==> src/rtl/uart_packet_tx.sv <==
// AXI4-Stream packet to UART 8N1 transmitter: buffers one packet, then sends length, data
// and, when UART_PACKET_TX_CHECKSUM_EN is defined, a trailing sum-of-data checksum frame.
module uart_packet_tx #(
    parameter int CLOCK_FREQUENCY         = 1_000_000,
    parameter int UART_BAUD_RATE          = 115_200,
    parameter int MAX_PACKET_LENGTH_BYTES = 16
) (
    input  logic       i_clk,
    input  logic       i_rst,
    input  logic       i_s_axis_tvalid,
    output logic       o_s_axis_tready,
    input  logic [7:0] i_s_axis_tdata,
    input  logic       i_s_axis_tlast,
    output logic       o_uart_tx,
    output logic       o_busy
);

    localparam int CLKS_PER_BIT = CLOCK_FREQUENCY / UART_BAUD_RATE;
    localparam int CNT_W        = $clog2(MAX_PACKET_LENGTH_BYTES + 1);
    localparam int BAUD_W       = $clog2(CLKS_PER_BIT);
    localparam int DEPTH        = 1 << CNT_W;

    localparam logic [CNT_W-1:0]  CNT_MAX   = CNT_W'(MAX_PACKET_LENGTH_BYTES);
    localparam logic [BAUD_W-1:0] BAUD_LAST = BAUD_W'(CLKS_PER_BIT - 1);
    localparam logic [3:0]        BIT_STOP  = 4'd9;

    typedef enum logic [2:0] {
        COLLECT,
        SEND_LEN,
        SEND_DATA,
        SEND_CSUM,
        DONE
    } state_t;

    state_t            state_q, state_d;
    logic              tready_q, tready_d;
    logic              tx_q, tx_d;
    logic              busy_q, busy_d;
    logic [CNT_W-1:0]  cnt_q, cnt_d;
    logic [CNT_W-1:0]  idx_q, idx_d;
    logic [BAUD_W-1:0] baud_q, baud_d;
    logic [3:0]        bit_q, bit_d;
    logic [7:0]        byte_q, byte_d;
    logic [7:0]        mem_q [DEPTH];

    logic              accept;
    logic [CNT_W-1:0]  cnt_inc;
    logic [CNT_W-1:0]  idx_inc;

`ifdef UART_PACKET_TX_CHECKSUM_EN
    logic [7:0]        csum_q, csum_d;
`endif

    assign accept  = (state_q == COLLECT) && tready_q && i_s_axis_tvalid;
    assign cnt_inc = cnt_q + 1'b1;
    assign idx_inc = idx_q + 1'b1;

    // Line level for frame position n: 0 = start, 1..8 = data LSB first, 9 = stop.
    function automatic logic frame_bit(input logic [7:0] b, input logic [3:0] n);
        logic res;
        if (n == 4'd0) begin
            res = 1'b0;
        end else if (n >= BIT_STOP) begin
            res = 1'b1;
        end else begin
            res = b[3'(n - 4'd1)];
        end
        return res;
    endfunction

    always_comb begin
        state_d  = state_q;
        tready_d = tready_q;
        tx_d     = tx_q;
        busy_d   = busy_q;
        cnt_d    = cnt_q;
        idx_d    = idx_q;
        baud_d   = baud_q;
        bit_d    = bit_q;
        byte_d   = byte_q;
`ifdef UART_PACKET_TX_CHECKSUM_EN
        csum_d   = accept ? (csum_q + i_s_axis_tdata) : csum_q;
`endif

        case (state_q)
            COLLECT: begin
                tready_d = 1'b1;
                if (accept) begin
                    cnt_d  = cnt_inc;
                    busy_d = 1'b1;
                    // Closing beat: the length frame's start bit goes out on this same edge.
                    if (i_s_axis_tlast || (cnt_inc == CNT_MAX)) begin
                        tready_d = 1'b0;
                        state_d  = SEND_LEN;
                        byte_d   = 8'(cnt_inc);
                        tx_d     = 1'b0;
                        bit_d    = 4'd0;
                        baud_d   = '0;
                    end
                end
            end

            SEND_LEN, SEND_DATA, SEND_CSUM: begin
                if (baud_q != BAUD_LAST) begin
                    baud_d = baud_q + 1'b1;
                end else begin
                    baud_d = '0;
                    if (bit_q != BIT_STOP) begin
                        bit_d = bit_q + 4'd1;
                        tx_d  = frame_bit(byte_q, bit_q + 4'd1);
                    end else begin
                        // Stop bit finished: chain the next frame with no idle gap.
                        bit_d = 4'd0;
                        if (state_q == SEND_LEN) begin
                            state_d = SEND_DATA;
                            idx_d   = '0;
                            byte_d  = mem_q[0];
                            tx_d    = 1'b0;
                        end else if ((state_q == SEND_DATA) && (idx_inc != cnt_q)) begin
                            idx_d  = idx_inc;
                            byte_d = mem_q[idx_inc];
                            tx_d   = 1'b0;
`ifdef UART_PACKET_TX_CHECKSUM_EN
                        end else if (state_q == SEND_DATA) begin
                            state_d = SEND_CSUM;
                            byte_d  = csum_q;
                            tx_d    = 1'b0;
`endif
                        end else begin
                            state_d = DONE;
                            busy_d  = 1'b0;
                        end
                    end
                end
            end

            DONE: begin
                cnt_d    = '0;
                idx_d    = '0;
                busy_d   = 1'b0;
                tready_d = 1'b1;
                state_d  = COLLECT;
`ifdef UART_PACKET_TX_CHECKSUM_EN
                csum_d   = 8'h00;
`endif
            end

            default: begin
                state_d = COLLECT;
            end
        endcase
    end

    always_ff @(posedge i_clk or posedge i_rst) begin
        if (i_rst) begin
            state_q  <= COLLECT;
            tready_q <= 1'b0;
            tx_q     <= 1'b1;
            busy_q   <= 1'b0;
            cnt_q    <= '0;
            idx_q    <= '0;
            baud_q   <= '0;
            bit_q    <= 4'd0;
            byte_q   <= 8'h00;
`ifdef UART_PACKET_TX_CHECKSUM_EN
            csum_q   <= 8'h00;
`endif
        end else begin
            state_q  <= state_d;
            tready_q <= tready_d;
            tx_q     <= tx_d;
            busy_q   <= busy_d;
            cnt_q    <= cnt_d;
            idx_q    <= idx_d;
            baud_q   <= baud_d;
            bit_q    <= bit_d;
            byte_q   <= byte_d;
`ifdef UART_PACKET_TX_CHECKSUM_EN
            csum_q   <= csum_d;
`endif
        end
    end

    // Packet storage needs no reset: cnt governs which entries are ever read.
    always_ff @(posedge i_clk) begin
        if (accept) begin
            mem_q[cnt_q] <= i_s_axis_tdata;
        end
    end

    assign o_s_axis_tready = tready_q;
    assign o_uart_tx       = tx_q;
    assign o_busy          = busy_q;

endmodule

==> config.mk <==
export PLATFORM = sky130hd
export DESIGN_NAME = uart_packet_tx
export DESIGN_NICKNAME = d
export VERILOG_FILES = /design/src/rtl/uart_packet_tx.sv
export SDC_FILE = /design/constraint.sdc
export NUM_CORES = 1
export LEC_CHECK = 0
export BUFFER_PORTS_ARGS = -buffer_cell sky130_fd_sc_hd__clkbuf_2
export CORE_MARGIN = 2
export CORE_UTILIZATION = 45
export CTS_CLUSTER_DIAMETER = 40
export CTS_CLUSTER_SIZE = 10
export DETAILED_ROUTE_END_ITERATION = 8
export GPL_TIMING_DRIVEN = 0
export HOLD_SLACK_MARGIN = 0.12
export PLACE_DENSITY_LB_ADDON = 0.05
export SYNTH_ARGS = -nofsm -noshare
export SYNTH_HDL_FRONTEND = slang
export SYNTH_SLANG_ARGS = --single-unit
export TNS_END_PERCENT = 30
==> constraint.sdc <==
create_clock -name i_clk -period 6.9 [get_ports i_clk]
set_input_delay 0.345 -clock i_clk [delete_from_list [all_inputs] [get_ports i_clk]]
set_output_delay 0.345 -clock i_clk [all_outputs]
set_load 0.01 [all_outputs]
==> metrics, run 1 <==
post-synthesis sequential area ratio=about 71%; vias in the first global route=6682; synthesized net count=714; Switching Fraction=about a fifth; largest net degree at the start of global routing=33; Hold Fails Final Rpt=0; Post-Syn Instances=691; Area Growth Syn to Fin=15.3%; Die Area=27900 µm²; top-count cell post-synth=edfxtp_1; clock-pin slew on the worst setup and hold paths=0.06 ns; metal2 WL=14.0 mm; die height=167 µm; mux contribution to synthesized area=14.5%; Starting Density=45.9%; Initial DRT Pass Iterations=5; pwr dens=between 200 and 300 nW/µm²; initial antenna violation count=0; Post-Synthesis Cell Area=12000 µm²; Routed WL=a little under 30 mm; Synth Area in Adders=roughly 1.2%; Flop pwr share=47.8%; largest family of logic cells by synthesized area=multiplexers; first-pass GRT wire length=around 43 mm; per-cell routed wire length=26.6 µm; syn avg cell area=17.3 µm²; Crit Path Category=register to register; top routing layer used=met4; maximum capacitance violations=0; Post-CTS Resized=0; Worst slew margin=17.0%; DR DRC count=0; PortBufs=14; initial DRC count=just over 600; setup bufs post-CTS=0; Leak=approximately 0.0046 µW; register area=8460 µm²; ANT nets after route=0; Comb pwr share=0.8%; total track usage=21.2%; CTS max path bufs=3; share of cells above drive strength 1=a little under a quarter; routability cong.=0.866; NetSw=755 µW; Int Pwr=3210 µW; final total negative setup slack=0 ns; Max Freq=256 MHz; Worst EP arrival=4.30 ns; xor and xnor area share after synthesis=around 1.2%; Top-Level Pins=15; clock skew=0.0102 ns; clock root buffer=clkbuf_16; # clock sinks=~290; Post-synth EDFFs=256; Num CTS Buffers=42; Post-Synth Simple-Gate Area=5.95%; Worst-Skew Late Latency=0.52 ns; Clock power frac=51.4%; chip width=167 µm; routed vias/inst=about 6.0; CORE AREA=26100 µm²; GR Overflow Total=0; synth cell count leaders=edfxtp_1, mux4_2, nand2_1, nor2_1, dfrtp_1; Fill cells=2105; H-tree Lvls=2; Most used DFF post-synth=edfxtp_1; antenna cells=0; FF+latch count, synth=around 290; area occupied by multi-input gates=3300 µm²; Worst setup EP type=register; num rows=between 50 and 60; status=finished clean; Pwr Total=3970 µW; worst slew pin tran=~1.2 ns; yosys warns=0; Finish-stage setup viols=0; met3 wire length=1.95 mm; HP Class=primary input to asynchronous set/reset pin; Setup crit start kind=register; largest area contributor in the netlist=edfxtp_1; CTS Hold Buffers Added=0; Synth area leaders=edfxtp_1, mux4_2, dfrtp_1, nand2_1, nor2_1; nets=~770; Max FO, Critical Path=10; HPWL after detailed placement=19.3 mm; RSZ-0062 raised after global routing=false; Async S/R FF share, synth=a little over a tenth; wl on met1=12.6 mm; peak supply drop=239 µV; Req. time, crit path=7.29 ns; minimum clock period=3.91 ns; CTS tree=yes; fin crit share=56.6%; Synth cell types=57; post-synthesis compound-gate area fraction=4.79%; via count=between 6000 and 7000; Synth top area share=64.3%; Slew Limit Fails=0
-- routing by layer --
layer  vias to the layer above  global-route usage [%]
li1                       2862                       -
met1                      3417                    29.2
met2                       242                    34.0
met3                        72                    4.54
met4                         0                    7.23
met5                         -                       0
-- registers in the layout, indices dropped and copies added, names as in the netlist --
signal           count
baud_q               3
o_uart_tx            1
o_busy               1
cnt_q                5
o_s_axis_tready      1
byte_q               8
mem_q              256
state_q              3
idx_q                5
bit_q                4
-- metrics by stage --
stage	area [µm²]	setup slack, ns	util [%]	instances	hold slack, ns
floorplan	12000	4.51	-	691	0.444
global placement	12500	2.94	47.8	1040	0.464
detailed placement	12500	2.95	47.8	1040	0.473
CTS	13800	2.91	52.9	1107	0.158
global route	13800	2.87	52.9	1107	0.220
finish	13800	2.99	52.9	1107	0.120
-- logic make-up (layout without fill, tap and decap cells) --
group,Yosys count,in the layout
flops,287,287
simple gates,161,161
compound gates,86,86
mux,86,86
buf+inv,45,126
xor+xnor,15,15
fa+ha+maj,11,11
-- cells in the final DEF (no fill, tap or decap), types with 6 or more instances in the layout --
| cell | n |
|---|---|
| edfxtp_1 | 256 |
| mux4_2 | 69 |
| nand2_1 | 63 |
| nor2_1 | 44 |
| clkbuf_16 | 43 |
| dfrtp_1 | 30 |
| nand3_1 | 26 |
| o21ai_0 | 22 |
| buf_2 | 18 |
| clkbuf_2 | 14 |
| mux2i_1 | 12 |
| clkbuf_1 | 11 |
| a21oi_1 | 11 |
| inv_1 | 11 |
| ha_1 | 11 |
| xnor2_1 | 7 |
| xor2_1 | 7 |
| clkinv_2 | 7 |
| a31oi_1 | 6 |
| o21ai_1 | 6 |
-- path summary, 6_finish.rpt --
check	slack [ns]	to	startpoint	depth (start not counted)
max in group asynchronous	6.08	byte_q[4]	i_rst	2
min	0.12	cnt_q[1]	i_rst	2
min in group i_clk	0.33	cnt_q[1]	i_s_axis_tvalid	5
min reg2reg	0.48	o_busy	o_busy	1
max reg2reg	2.99	byte_q[4]	idx_q[1]	8
max	2.99	byte_q[4]	idx_q[1]	8
-- power by group through the flow --
stage	sequential (µW)	clock, µW	combinational, µW
2_1_floorplan	1930	0	3.08
3_3_place_gp	1930	0	30.3
3_5_place_dp	1930	0	32.3
4_1_cts	1900	2070	32.5
5_1_grt	1890	2150	35.3
6_report	1900	2040	31.3
-- area by class of cell --
class	count	area share, %
multi-input cells	359	23.9
clock buffers	46	7.88
plain buffers	34	1.17
clock inverters	21	1.83
flip-flops and latches	287	61.3
inverters	11	0.299
well taps	335	3.04
repair buffers	14	0.508
-- critical path, stage by stage, from the launching register on --
cell     delay (ns)
dfrtp_1        0.44
ha_1           0.41
buf_1          0.82
buf_1          0.84
mux4_2         0.44
mux2i_1        0.28
a32oi_1        0.14
a31oi_1        0.32
o21ai_1        0.09
Note: power is estimated with default switching activity, not from simulation.
==> run 2: changes to the inputs <==
Settings changed: ABC_AREA set to 1.
Clock period 6.9 ns to 3.9 ns, I/O delays scaled along.
==> run 2 against run 1 <==
  * Power grew to 3.1 times the previous value
  * Wire length rose by 25%
  * Largest power group is now combinational logic
  * Sequential power up 95%
==> metrics, run 2 <==
antenna cells=0 (unchanged); worst slew pin tran=1.05 ns (-0.185 ns); Num CTS Buffers=45 (+7.1%); pwr dens=804 nW/µm² (+180%); largest net degree at the start of global routing=33 (unchanged); setup bufs post-CTS=0 (unchanged); Starting Density=45.5% (-0.42 points); share of cells above drive strength 1=10.3% (-13 points); Int Pwr=7260 µW (+130%); peak supply drop=364 µV (+52%); CTS max path bufs=3 (unchanged); Most used DFF post-synth=edfxtp_1; first-pass GRT wire length=55.1 mm (+28%); Finish-stage setup viols=0 (unchanged); Crit Reg-Reg Startpoint=state_q[1]; buffers plus inverters on the worst setup path=2 (unchanged); FF+latch count, synth=287 (unchanged); Flop pwr share=30.6% (-17 points); status=finished clean; Fill cells=2636 (+25%); nets=1407 (+82%); PortBufs=14 (unchanged); Routed WL=36.7 mm (+25%); GR Overflow Total=0 (unchanged); clock skew=0.0151 ns (+0.00495 ns); Hold Fails Final Rpt=0 (unchanged); delay of the slowest critical-path stage=0.93 ns (+0.09 ns); CORE AREA=28500 µm² (+9.6%); most frequent cell on the critical path=nor2_1; Req. time, crit path=4.05 ns (-3.24 ns); die height=174 µm (+4.1%); Leak=0.00636 µW (+39%); routability cong.=0.955 (+10%); post-synthesis sequential area ratio=65.2% (-5.6 points); num rows=62 (+5.1%); yosys warns=0 (unchanged); Pwr Total=12100 µW (+210%); initial DRC count=839 (+36%); Hold EP=o_s_axis_tready; Hold Startpoint=i_s_axis_tlast; synthesized net count=1343 (+88%); synth cell count leaders=nand2_1, edfxtp_1, nand3_1, inv_1, nor2_1; most common library cell in the layout ignoring fill and taps=nand2_1; Synth cell types=34 (-40%); clock root buffer=clkbuf_16; post-route cell area=15000 µm² (+9.0%); reg2reg setup slack=0.97 ns (-2.03 ns); # clock sinks=287 (unchanged); syn avg cell area=9.84 µm² (-43%); Slowest cell on crit path=nor2_1; total track usage=24.8% (+3.6 points); initial antenna violation count=0 (unchanged); Clock power frac=31.9% (-20 points); minimum clock period=2.93 ns (-0.973 ns); final total negative setup slack=0 ns (unchanged); Synth area leaders=edfxtp_1, nand2_1, nand3_1, dfrtp_1, inv_1; Area Growth Syn to Fin=15.8%; per-cell routed wire length=20.4 µm (-23%); Setup crit start kind=register; maximum capacitance violations=0 (unchanged); critical path, cell by cell=nor2_1 > inv_2 > nor2_4 > nand3_2 > inv_1 > nand2_1 > nor2_1; R2R depth=7 (-1); Top-Level Pins=15 (unchanged); Crit Path Category=register to register; RSZ-0062 raised after global routing=false; vias in the first global route=8988 (+35%); Comb pwr share=37.5% (+37 points); Synth top area share=59.2% (-5.1 points); H-tree Lvls=2 (unchanged); Die Area=30200 µm² (+8.3%); reg2reg end=mem_q[31][7]; CP top delay family=simple AND/OR/NAND/NOR gates; CTS tree=yes; Post-Syn Instances=1320 (+91%); Async S/R FF share, synth=10.8% (unchanged); HPWL after detailed placement=25.0 mm (+29%); final cell count without fillers=1802 (+63%); DR DRC count=0 (unchanged); Max FO, Critical Path=8 (-2); area occupied by multi-input gates=3610 µm² (+9.3%); most frequent cells in the layout=nand2_1, edfxtp_1, nand3_1, inv_1, nor2_1; ANT nets after route=0 (unchanged); Worst slew margin=29.8% (+13 points); Initial DRT Pass Iterations=5 (unchanged); placed cell count=1718 (+65%); hold depth=5; Worst setup EP type=register; Max Freq=341 MHz (+33%); Switching Fraction=40.0% (+21 points); Top Registers=mem_q (256), byte_q (8); largest area contributor in the netlist=edfxtp_1; register area=8460 µm² (unchanged); via count=9290 (+41%); Post-synth EDFFs=256 (unchanged); clock-pin slew on the worst setup and hold paths=0.05 ns (about the same); top-count cell post-synth=nand2_1; CTS Hold Buffers Added=2 (+2); routed vias/inst=5.16 (-13%); Largest register FFs=256 (unchanged); HP Class=primary input to register; Placed Area=13500 µm² (+8.8%); Worst EP arrival=3.08 ns (-1.22 ns); chip width=174 µm (+4.1%); fin crit share=75.2% (+19 points); Worst-Skew Late Latency=0.54 ns (+0.02 ns); largest register by flop count=mem_q; Post-Synthesis Cell Area=13000 µm² (+8.6%); Post-CTS Resized=0 (unchanged); Slew Limit Fails=0 (unchanged); NetSw=4840 µW (+540%)
==> run 2: changes by cell type in the layout (fill, tap and decap cells not counted), moves of 6 or more <==
cell / previous run / this run
nand2_1: 63 / 426
nand3_1: 26 / 191
inv_1: 11 / 168
mux4_2: 69 / 0
nor2_1: 44 / 93
clkbuf_1: 11 / 26
buf_2: 18 / 31
mux2i_1: 12 / 0
nand2_2: 0 / 10
o21ai_0: 22 / 31
clkinv_1: 2 / 9
a21oi_1: 11 / 5
o21ai_1: 6 / 0
==> run 2: area by class of cell <==
cell class                 instances  area share (%)
timing repair buffer              17           0.782
inverter                         172            4.29
tap                              384            3.19
clock buffer                      53            8.03
sequential                       287            56.3
clock inverter                    28            1.64
multi-input combinational        804            24.0
buffer                            57            1.81
==> run 2: cells by family after synthesis <==
logic type      synth area share (%)
compound gates                  2.32
fa+ha+maj                       1.06
simple gates                    23.8
buf+inv                         7.07
xor+xnor                       0.520
flops                           65.2
==> run 2: through the flow <==
step / hold slack [ns] / util (%) / setup slack, ns
final: 0.174 / 52.7 / 0.966
after global routing: 0.232 / 52.7 / 0.831
after CTS: 0.173 / 52.6 / 0.945
after detailed placement: 0.455 / 47.4 / 0.965
after global placement: 0.452 / 47.4 / 0.997
after floorplan: 0.294 / - / 1.96
==> run 2: worst max-delay path by stage <==
stage          cells past startpoint      endpoint  slack [ns]  startpoint
4_1_cts                            7  mem_q[31][7]        0.95  state_q[1]
6_report                           7  mem_q[31][7]        0.97  state_q[1]
3_5_place_dp                       7  mem_q[31][2]        0.96  state_q[1]
5_1_grt                            7  mem_q[30][5]        0.83  state_q[1]
2_1_floorplan                      7  mem_q[12][0]        1.96  state_q[0]
3_3_place_gp                       7  mem_q[30][0]         1.0  state_q[1]
==> run 2: worst register-to-register path, cell delays in order, from the launching register on <==
cell	delay [ns]
dfrtp_1	0.42
nor2_1	0.18
inv_2	0.09
nor2_4	0.15
nand3_2	0.18
inv_1	0.22
nand2_1	0.38
nor2_1	0.93
==> run 2: layer usage <==
layer  share of wire (%)  GRT usage (%)
met1                  44           34.4
met2                  46           39.7
met3                 6.3           3.99
met4                 3.3           9.24
met5                   0              0
==> run 2: power groups by stage <==
| stage | clock (µW) | combinational [µW] | sequential, µW |
|---|---|---|---|
| 6_report | 3860 | 4540 | 3710 |
| 3_5_place_dp | 0 | 4460 | 3760 |
| 5_1_grt | 4030 | 4950 | 3730 |
| 3_3_place_gp | 0 | 4430 | 3760 |
| 4_1_cts | 3900 | 4480 | 3700 |
| 2_1_floorplan | 0 | 2840 | 3730 |
==> run 3: changes to the inputs <==
Clock period 3.9 ns to 2.9 ns, I/O delays scaled along.
==> run 3 against run 2 <==
  * Critical endpoint is now byte_q[3]
  * Sequential cell count is the same
  * Utilization increased by 0.061 points
  * Register-to-register slack got worse by 0.87 ns
  * Die area stayed put
  * Power increased by 35%
  * Clock power rose by 34%
  * Sequential power increased by 35%
  * Largest power group unchanged
  * Setup slack lost 0.87 ns
  * First-iteration DRC count is 12% lower
  * Critical path depth is 7 higher
  * Wire length grew 0.10%
  * Highest routed layer unchanged
  * Hold slack got worse by 0.049 ns
==> metrics, run 3 (same netlist as run 2, synthesis figures left out) <==
status=finished clean; pwr dens=1080 nW/µm² (+34%); most common library cell in the layout ignoring fill and taps=nand2_1; Top-Level Pins=15 (unchanged); Slowest cell on crit path=clkbuf_1; area occupied by multi-input gates=3620 µm² (+0.35%); Crit. Startpoint=idx_q[1]; fin crit share=96.6% (+21 points); share of cells above drive strength 1=10.9% (+0.63 points); # clock sinks=287 (unchanged); post-route cell area=15100 µm² (+0.12%); initial DRC count=741 (-12%); H-tree Lvls=2 (unchanged); delay of the slowest critical-path stage=0.53 ns (-0.40 ns); Req. time, crit path=3.37 ns (-0.68 ns); Top Registers=mem_q (256), byte_q (8); CORE AREA=28500 µm² (unchanged); routed vias/inst=5.15 (-0.16%); nets=1407 (unchanged); die height=174 µm (unchanged); Worst slew margin=37.3% (+7.5 points); Max FO, Critical Path=10 (+2); most frequent cells in the layout=nand2_1, edfxtp_1, nand3_1, inv_1, nor2_1; Worst-Skew Late Latency=0.54 ns (about the same); Num CTS Buffers=45 (unchanged); Hold Fails Final Rpt=0 (unchanged); most frequent cell on the critical path=nand2_1; worst slew pin tran=0.935 ns (-0.114 ns); Final Worst Setup Slack=0.0972 ns (-0.869 ns); Worst EP arrival=3.27 ns (+0.19 ns); peak supply drop=493 µV (+36%); Leak=0.00637 µW (+0.18%); RSZ-0062 raised after global routing=true; Place WS=-0.0352 ns (-1.00 ns); maximum capacitance violations=0 (unchanged); Area Growth Syn to Fin=16.0%; Max Freq=357 MHz (+4.7%); CTS max path bufs=3 (unchanged); PortBufs=14 (unchanged); largest register by flop count=mem_q; antenna cells=0 (unchanged); Placed Area=13500 µm² (unchanged); per-cell routed wire length=20.4 µm (+0.10%); Crit Path Category=register to register; Starting Density=45.5% (unchanged); Die Area=30200 µm² (unchanged); final total negative setup slack=0 ns (unchanged); Worst setup EP type=register; clock skew=0.0127 ns (-0.00243 ns); via count=9275 (-0.16%); Finish-stage setup viols=0 (unchanged); HPWL after detailed placement=25.0 mm (unchanged); first-pass GRT wire length=55.1 mm (about the same); largest net degree at the start of global routing=33 (unchanged); Largest register FFs=256 (unchanged); CP top delay family=buffers and inverters; clock-pin slew on the worst setup and hold paths=0.05 ns (about the same); Slew Limit Fails=0 (unchanged); GR Overflow Total=0 (unchanged); Setup crit start kind=register; Hold Startpoint=i_s_axis_tlast; Crit Reg-Reg Startpoint=idx_q[1]; buffers plus inverters on the worst setup path=3 (+1); chip width=174 µm (unchanged); register area=8460 µm² (unchanged); Routed WL=36.8 mm (+0.10%); vias in the first global route=8994 (+0.067%); critical path, cell by cell=ha_1 > buf_2 > inv_2 > clkbuf_1 > o211ai_1 > nand3_1 > nand3_1 > nand2_1 > nand2_1 > nand3_1 > nand2_1 > nand2_1 > nand2_1 > nand2_1; initial antenna violation count=0 (unchanged); CTS tree=yes; routability cong.=0.955 (unchanged); DR DRC count=0 (unchanged); ANT nets after route=0 (unchanged); HP Class=primary input to register; clock root buffer=clkbuf_16; total track usage=24.8% (about the same); minimum clock period=2.80 ns (-0.131 ns); Fill cells=2644 (+0.30%); num rows=62 (unchanged); Initial DRT Pass Iterations=5 (unchanged)
==> run 3: stage by stage <==
stage / hold slack [ns] / power, µW / instances / utilization, %
finish: 0.125 / 16300 / 1802 / 52.8
global route: 0.182 / 17100 / 1802 / 52.8
CTS: 0.123 / 16300 / 1801 / 52.6
detailed placement: 0.455 / 11100 / 1718 / 47.4
global placement: 0.452 / 11000 / 1718 / 47.4
floorplan: 0.244 / 8840 / 1320 / -
==> run 3: worst reg2reg max path, stage by stage (launching register included) <==
cell,delay [ns]
dfrtp_1,0.41
ha_1,0.28
buf_2,0.16
inv_2,0.20
clkbuf_1,0.53
o211ai_1,0.29
nand3_1,0.16
nand3_1,0.08
nand2_1,0.13
nand2_1,0.10
nand3_1,0.11
nand2_1,0.11
nand2_1,0.08
nand2_1,0.05
nand2_1,0.06
==> run 3: layer usage <==
layer	track usage, %	wire length (µm)
met1	34.4	16100
met2	39.7	17100
met3	3.99	2460
met4	9.24	1160
met5	0	0
==> run 3: cell type report <==
class | count | area share, %
Buffer | 57 | 1.84
Clock inverter | 28 | 1.64
Multi-Input combinational cell | 804 | 24.0
Sequential cell | 287 | 56.2
Clock buffer | 53 | 8.02
Tap cell | 384 | 3.19
Inverter | 172 | 4.29
Timing Repair Buffer | 17 | 0.781
==> run 3: power breakdown <==
| part | switching (µW) | leakage (µW) | internal [µW] | total (µW) |
|---|---|---|---|---|
| clock network | 1880 | 0.000717 | 3310 | 5190 |
| registers | 187 | 0.00270 | 4800 | 4990 |
| logic | 4440 | 0.00295 | 1670 | 6110 |
| total | 6500 | 0.00637 | 9780 | 16300 |
==> run 3: what timing repair did <==
item                                    4_1_cts  5_1_grt
endpoints found under the setup margin       12       64
hold buffers                                  2        0
pin swaps                                     0        0
resized for setup                             2       10
hold endpoints to repair                     34        0
buffers inserted                              0        0
==> run 3: worst paths after layout <==
path                       cells past startpoint              end  slack, ns
setup / recovery                              14        byte_q[3]        0.1
hold reg to reg                                2        o_uart_tx       0.46
setup reg to reg                              14        byte_q[3]        0.1
min in group asynchronous                      3        byte_q[6]       0.16
hold / removal                                 5  o_s_axis_tready       0.12
max in group asynchronous                      4         cnt_q[0]       2.29
